--- src/rtl/sparse_stream_pkg.sv ---
// Shared token definitions for the sparse stream path: widths, token classes,
// ingress states and the token classifier.
package sparse_stream_pkg;

  localparam int unsigned TOKEN_WIDTH = 17;
  localparam int unsigned CTRL_BIT    = 16;
  localparam logic [1:0]  DONE_CODE   = 2'b01;

  typedef enum logic [1:0] {DATA, STOP, DONE} token_class_t;
  typedef enum logic [1:0] {OPEN, CLOSED, DRAINED} ingress_state_t;

  // Control tokens carry their sub-code in bits [9:8].
  function automatic token_class_t classify_token(input logic [TOKEN_WIDTH-1:0] tok);
    if (!tok[CTRL_BIT])
      return DATA;
    else if (tok[9:8] == DONE_CODE)
      return DONE;
    else
      return STOP;
  endfunction

endpackage

--- src/rtl/stream_fifo.sv ---
// First-word-fall-through FIFO; head word is combinational and reads as zero when empty.
module stream_fifo #(
  parameter int unsigned DATA_WIDTH = 17,
  parameter int unsigned DEPTH      = 4
) (
  input  logic                       clk,
  input  logic                       rst,
  input  logic                       flush,
  input  logic                       push,
  input  logic                       pop,
  input  logic [DATA_WIDTH-1:0]      wr_data,
  output logic [DATA_WIDTH-1:0]      rd_data,
  output logic [$clog2(DEPTH):0]     count
);

  localparam int unsigned AW = $clog2(DEPTH);

  logic [DATA_WIDTH-1:0] mem [DEPTH];
  logic [AW-1:0]         wr_ptr;
  logic [AW-1:0]         rd_ptr;
  logic                  empty;
  logic                  full;
  logic                  do_push;
  logic                  do_pop;

  assign empty   = (count == '0);
  assign full    = (count == (AW+1)'(DEPTH));
  assign do_push = push && !full;
  assign do_pop  = pop && !empty;
  assign rd_data = empty ? '0 : mem[rd_ptr];

  always_ff @(posedge clk or posedge rst) begin
    if (rst) begin
      wr_ptr <= '0;
      rd_ptr <= '0;
      count  <= '0;
    end else if (flush) begin
      wr_ptr <= '0;
      rd_ptr <= '0;
      count  <= '0;
    end else begin
      if (do_push) wr_ptr <= wr_ptr + 1'b1;
      if (do_pop)  rd_ptr <= rd_ptr + 1'b1;
      if (do_push && !do_pop)
        count <= count + 1'b1;
      else if (!do_push && do_pop)
        count <= count - 1'b1;
    end
  end

  always_ff @(posedge clk) begin
    if (do_push && !flush)
      mem[wr_ptr] <= wr_data;
  end

endmodule

--- src/rtl/glb_stream_ingress.sv ---
// GLB write-port ingress: buffers tokens, closes input after a done token and
// flags end of stream once it drains; keeps status counters for the harness.
module glb_stream_ingress
  import sparse_stream_pkg::*;
#(
  parameter int unsigned DATA_WIDTH = 17,
  parameter int unsigned DEPTH      = 4,
  parameter int unsigned CNT_WIDTH  = 16
) (
  input  logic                  clk,
  input  logic                  rst,
  input  logic                  flush,
  input  logic [DATA_WIDTH-1:0] in_data,
  input  logic                  in_valid,
  output logic                  in_ready,
  output logic [DATA_WIDTH-1:0] out_data,
  output logic                  out_valid,
  input  logic                  out_ready,
  output logic                  done,
  output logic [CNT_WIDTH-1:0]  data_count,
  output logic [CNT_WIDTH-1:0]  stop_count,
  output logic                  err_after_done
);

  localparam int unsigned CW = $clog2(DEPTH) + 1;

  logic [CW-1:0]  count;
  logic           empty;
  logic           full;
  logic           push;
  logic           pop;
  token_class_t   in_cls;
  token_class_t   out_cls;
  ingress_state_t st;
  ingress_state_t st_next;

  assign in_cls  = classify_token(in_data);
  assign out_cls = classify_token(out_data);
  assign empty   = (count == '0);
  assign full    = (count == CW'(DEPTH));

  // Ready comes from registered state only, keeping the GLB handshake loop-free.
  assign in_ready  = (st == OPEN) && !full;
  assign out_valid = (st != DRAINED) && !empty;
  assign push      = in_valid && in_ready;
  assign pop       = out_valid && out_ready;
  assign done      = (st == DRAINED);

  stream_fifo #(
    .DATA_WIDTH (DATA_WIDTH),
    .DEPTH      (DEPTH)
  ) u_fifo (
    .clk     (clk),
    .rst     (rst),
    .flush   (flush),
    .push    (push),
    .pop     (pop),
    .wr_data (in_data),
    .rd_data (out_data),
    .count   (count)
  );

  always_ff @(posedge clk or posedge rst) begin
    if (rst) st <= OPEN;
    else     st <= st_next;
  end

  always_comb begin
    st_next = st;
    if (flush)
      st_next = OPEN;
    else begin
      unique case (st)
        OPEN:    if (push && in_cls == DONE)  st_next = CLOSED;
        CLOSED:  if (pop && out_cls == DONE)  st_next = DRAINED;
        DRAINED: st_next = DRAINED;
        default: st_next = OPEN;
      endcase
    end
  end

  always_ff @(posedge clk or posedge rst) begin
    if (rst) begin
      data_count     <= '0;
      stop_count     <= '0;
      err_after_done <= 1'b0;
    end else if (flush) begin
      data_count     <= '0;
      stop_count     <= '0;
      err_after_done <= 1'b0;
    end else begin
      if (pop && out_cls == DATA && data_count != '1)
        data_count <= data_count + 1'b1;
      if (pop && out_cls == STOP && stop_count != '1)
        stop_count <= stop_count + 1'b1;
      if (st != OPEN && in_valid)
        err_after_done <= 1'b1;
    end
  end

endmodule

--- config.mk ---
export PLATFORM = sky130hd
export DESIGN_NAME = glb_stream_ingress
export DESIGN_NICKNAME = d
export VERILOG_FILES = /design/src/rtl/sparse_stream_pkg.sv /design/src/rtl/stream_fifo.sv /design/src/rtl/glb_stream_ingress.sv
export SDC_FILE = /design/constraint.sdc
export NUM_CORES = 1
export LEC_CHECK = 0
export BUFFER_PORTS_ARGS = -buffer_cell sky130_fd_sc_hd__clkbuf_2
export CORE_MARGIN = 2
export CORE_UTILIZATION = 50
export DETAILED_ROUTE_END_ITERATION = 7
export PLACE_DENSITY = 0.77
export SYNTH_ARGS = -nofsm -noshare
export SYNTH_HDL_FRONTEND = slang
export SYNTH_SLANG_ARGS = --single-unit
--- constraint.sdc ---
create_clock -name clk -period 4.55 [get_ports clk]
set_clock_uncertainty 0.1 [all_clocks]
set_input_delay 0.91 -clock clk [delete_from_list [all_inputs] [get_ports clk]]
set_output_delay 0.91 -clock clk [all_outputs]
set_load 0.02 [all_outputs]
-- Word-level counts from Yosys, hierarchy flattened
Memories as Yosys holds them, arrays and structs flattened.
Cells that the tools add are included.
- $add $sub $neg: 6
- equal/unequal tests: 13
- multiplexer cells: 24
- reductions and logical operators: 32
- operators by type and width (kind ; number):
    16-bit 2-to-1 mux ; 4
    16-bit by 1-bit adder with 16-bit output (second input constant) ; 2
    16-bit != test (second input constant) ; 2
    2-bit 2-to-1 mux ; 11
    17-bit 2-to-1 mux ; 1
    1-bit logical AND ; 16
    2-bit nonzero test ; 6
    3-bit 2-to-1 mux ; 3
    2-bit by 1-bit equality test with 1-bit output (second input constant) ; 4
    2-bit equality test (second input constant) ; 3
    2-bit case mux with 3 select lines ; 1
    1-bit logical NOT ; 5
    2-bit by 1-bit adder with 2-bit output (second input constant) ; 2
    2-bit logical NOT ; 2
    1-bit 2-to-1 mux ; 4
    3-bit by 1-bit adder with 3-bit output (second input constant) ; 1
    3-bit equality test (second input constant) ; 1
    3-bit logical NOT ; 1
    3-bit by 2-bit != test with 1-bit output (second input constant) ; 1
    3-bit != test (second input constant) ; 1
    3-bit nonzero test ; 1
    3-bit by 1-bit subtractor with 3-bit output (second input constant) ; 1
    2-bit != test (second input constant) ; 1
    2-bit AND reduction ; 1
- register bits: 42
- bits in writable memories: 68
- output and inout port bits: 53
- memories kept: 1
- memory list (name ; words ; bits a word ; rd ports ; clocked after Yosys merged registers in ; wr ports ; RTL line ; RTL):
    u_fifo.mem ; 4 ; 17 ; 1 ; 0 ; 1 ; stream_fifo.sv:18 ; logic [DATA_WIDTH-1:0] mem [DEPTH];

-- Logic depth before layout (Yosys ltp)
- word-level depth: 10
- mapped depth: 8
- gate-level depth less buffers: 8

-- Modules after synthesis
Synthesis repeated with hierarchy kept, for this count alone.
- cells, all modules: 416
- area total of the unflattened synthesis: 5447.7 sq um
- by module, submodules not included (module ; times used ; cells an instance ; area an instance (sq um)):
    stream_fifo ; 1 ; 172 ; 3153.0
    glb_stream_ingress ; 1 ; 244 ; 2294.7

-- Worst setup path before layout
Ideal clock, no wire load.
- path kind: register to output
- from: reg u_fifo.rd_ptr[0]
- to: out out_data[10]
- arrival: 1.677 ns
- required time: 3.540 ns
- setup slack: 1.863 ns
- stages on the path, launching flop included: 5
- path through: dfrtp_1 -> buf_2 -> buf_2 -> mux4_2 -> and2_1
- cells in the longest elaborated chain, start to end: 2
- RTL lines (element ; RTL line ; RTL):
    start: declaration ; stream_fifo.sv:20 ; logic [AW-1:0] rd_ptr;
    start signal: assignment ; stream_fifo.sv:43 ; if (do_pop) rd_ptr <= rd_ptr + 1'b1;
    memory 4 x 17 bit ; -- ;
    17-bit 2-to-1 mux ; stream_fifo.sv:30 ; assign rd_data = empty ? '0 : mem[rd_ptr];
    end: declaration ; glb_stream_ingress.sv:16 ; output logic [DATA_WIDTH-1:0] out_data,
Every way passes these cells.

-- Worst setup path in the final report
- from: reg u_fifo.rd_ptr[0]
- to: out out_data[4]
The elaborated chain is that of the path after synthesis.

==> results.ini <==
[sta]
finalSetupViolations = 0
hold_viol = 0
rsz0062_at_grt = no
fin_tns_setup_ns = 0
fmax_ghz = 0.2941
finalCritPeriodShare_pct = 74.72
min_period_ns = 3.400
layout_setup_ws_ns = 1.150
tightest_slew_ns = 0.9721
slew_headroom_pct = 35.19
final-max-slew-violation-count = 0

[floorplanning]
core_area_mm2 = 0.009819
rows = 36
pin_count = 75
start_util_pct = 51.66
die-height_um = 104.7
die_w_um = 104.7
die-area_mm2 = 0.01097

[yosys]
ys_seq_area_share_pct = 60.98
syn-cell-area_mm2 = 0.005072
synth-edff-count = 68
syn-instance-count = 383
synthArstFlopShare_pct = 38.18
ys_ff_latch = 110
ys_types = 46
synth_top_area_share_pct = 40.26
synth_top_flop_cell = edfxtp_1
syn_nets = 415
synth_top_area_cell = edfxtp_1
synth_area_leaders = edfxtp_1 40%, dfrtp_1 21%, mux4_2 6.7%, and2_1 2.8%, nor2_1 2.3%
yosysWarnings = 0
synth_area_per_cell_um2 = 13.24

[global_routing]
grt_max_degree = 48
overflow = 0
antenna_found_initial = 0
grt_usage_pct = 18.84
grt_pass1_wl_um = 16280
grt_pass1_vias = 3385

[job]
cap_violations = 0

[power]
peakVddDrop_mv = 0.1900
p_leak_nw = 2.234
internal_power_w = 0.001678
combPwrFrac_pct = 29.0
switching_power_w = 0.0008388
swShare_pct = 33.33
power_frac_clock_pct = 23.0
seqPwrFrac_pct = 48.0
power_density_mw_per_mm2 = 435.5

[placed_design]
dpl.hpwl_um = 6690
place_ws_ns = 1.412
place.gp.congestion = 0.7897
portBuffers = 74

[clock_tree]
cts_htree_levels = 3
cts_sinks = 110
ctsLongestPathBuffers = 2
clock_latency_ns = 0.38
cts_resized = 0
clk_pin_slew_worst_paths_ns = 0.10
cts_buffers = 9
root_buffer = clkbuf_8
cts_tree = built
post_cts_buffers = 0
hold_buffers = 0

[route]
dr.pass1.iters = 4
avgRoutedWirePerCell_um = 16.65
via_count = 3326
drc = 0
wl_um = 9922
avgViaCountPerCell = 5.581
ant_nets = 0
drt_iter0_markers = 181

[critical_path]
critPathCaptureType = output port
worstSetupPathType = flop to output port
r2r_start = u_fifo.rd_ptr[1]$_DFFE_PP0P_
startpoint = u_fifo.rd_ptr[0]$_DFFE_PP0P_
cp_data_required_time_ns = 3.54
setup.worst_path.start_class = flop
crit_fanout = 14
worstPathArrival_ns = 2.39

[cells_and_area]
final_common_cell = clkbuf_2
nets = 490
layout-drive-gt1-share_pct = 24.41
areaGrowthSynthToFinish_pct = 13.91
n_antenna_cell = 0
mostFrequentLayoutCells = 74 x clkbuf_2, 68 x edfxtp_1, 42 x dfrtp_1, 31 x nor2_1, 23 x and2_1

[worst_hold_path]
hold_path_class = flop to flop
min-delay-start = err_after_done$_DFFE_PP0P_

[outcome]
status = finished clean

==> registers in the layout, indices dropped and copies added (netlist names) <==
signal and flops:
data_count 16, err_after_done 1, st 2, stop_count 16
u_fifo.count 3, u_fifo.mem 68, u_fifo.rd_ptr 2, u_fifo.wr_ptr 2
==> path summary, 6_finish.rpt <==
kind	end	slack, ns	depth (start not counted)
worst max-delay path	out_data[4]	1.15	4
worst min-delay path	err_after_done$_DFFE_PP0P_	0.46	2
worst max register to register	stop_count[9]$_DFFE_PP0P_	1.38	5
worst min register to register	err_after_done$_DFFE_PP0P_	0.46	2
max in group asynchronous	stop_count[8]$_DFFE_PP0P_	3.44	3
min in group asynchronous	st[1]$_DFFE_PP0P_	0.54	3
==> power groups by stage <==
stage | sequential (W) | combinational, W | clock [W]
3_5_place_dp | 0.00123 | 0.000738 | 0
4_1_cts | 0.00121 | 0.000741 | 0.000591
6_report | 0.00121 | 0.000730 | 0.000579
3_3_place_gp | 0.00122 | 0.000720 | 0
2_1_floorplan | 0.00119 | 0.000556 | 0
5_1_grt | 0.00122 | 0.000798 | 0.000628
==> routing by layer <==
metal / vias up / track usage, % / part of all wire, %
li1: 1593 / - / -
met1: 1667 / 24.08 / 42
met2: 54 / 31.77 / 53
met3: 12 / 3.681 / 3.3
met4: 0 / 7.333 / 1.5
met5: - / 0 / 0
==> critical path: stages (launching register included) <==
cell and delay (ns):
dfrtp_1 0.89, buf_4 0.31, mux4_2 0.50, and2_1 0.17, clkbuf_2 0.15
==> stage by stage <==
step / hold WS [ns] / power (W) / area (um2) / utilization [%] / std cells
global route: 0.4995 / 0.002645 / 5778 / 58.84 / 596
floorplan: 0.4420 / 0.001744 / 5072 / - / 383
CTS: 0.4667 / 0.002543 / 5778 / 58.84 / 596
global placement: 0.4169 / 0.001944 / 5578 / 56.80 / 580
detailed placement: 0.4442 / 0.001970 / 5578 / 56.80 / 580
finish: 0.4579 / 0.002516 / 5778 / 58.84 / 596
==> Yosys cell counts, types with 2 or more instances <==
library cell,instances
edfxtp_1,68
dfrtp_1,42
nor2_1,31
and2_1,23
a21oi_1,18
nand2_1,17
inv_1,15
mux4_2,15
xor2_1,11
nand4_1,10
o31ai_1,10
ha_1,9
nand3_1,9
or4_1,9
clkbuf_1,7
or3_1,7
and3_1,6
mux2i_1,6
nor3_1,6
o21ai_1,6
and4_1,5
o21ai_0,5
xnor2_1,5
buf_2,4
o211ai_1,4
mux2_1,3
nor2b_1,3
nor3b_1,3
o2111ai_1,3
buf_1,2
mux2_2,2
nand2b_1,2
nand4b_1,2
nor4_1,2
or3b_1,2
==> layout make-up <==
cell class | count | area (um2)
clock buffer | 12 | 165.2
clock inverter | 4 | 35.03
fill | 832 | 4041
inverter | 15 | 56.30
multi-input combinational | 244 | 1862
sequential | 110 | 3093
tap | 133 | 166.4
timing repair buffer | 78 | 400.4
==> cells by family (layout without fill, tap and decap cells) <==
kind of cell / count (synthesis) / after routing / synth area share (%)
buffers and inverters: 29 / 109 / 2.319
flip-flops: 110 / 110 / 60.98
AND/OR/NAND/NOR: 139 / 139 / 15.39
XOR/XNOR: 16 / 16 / 2.763
multiplexers: 26 / 26 / 8.954
adder cells (fa/ha/maj): 10 / 10 / 2.615
AO/OA/AOI/OAI: 53 / 53 / 6.981
Power figures use the tool's default switching activity.
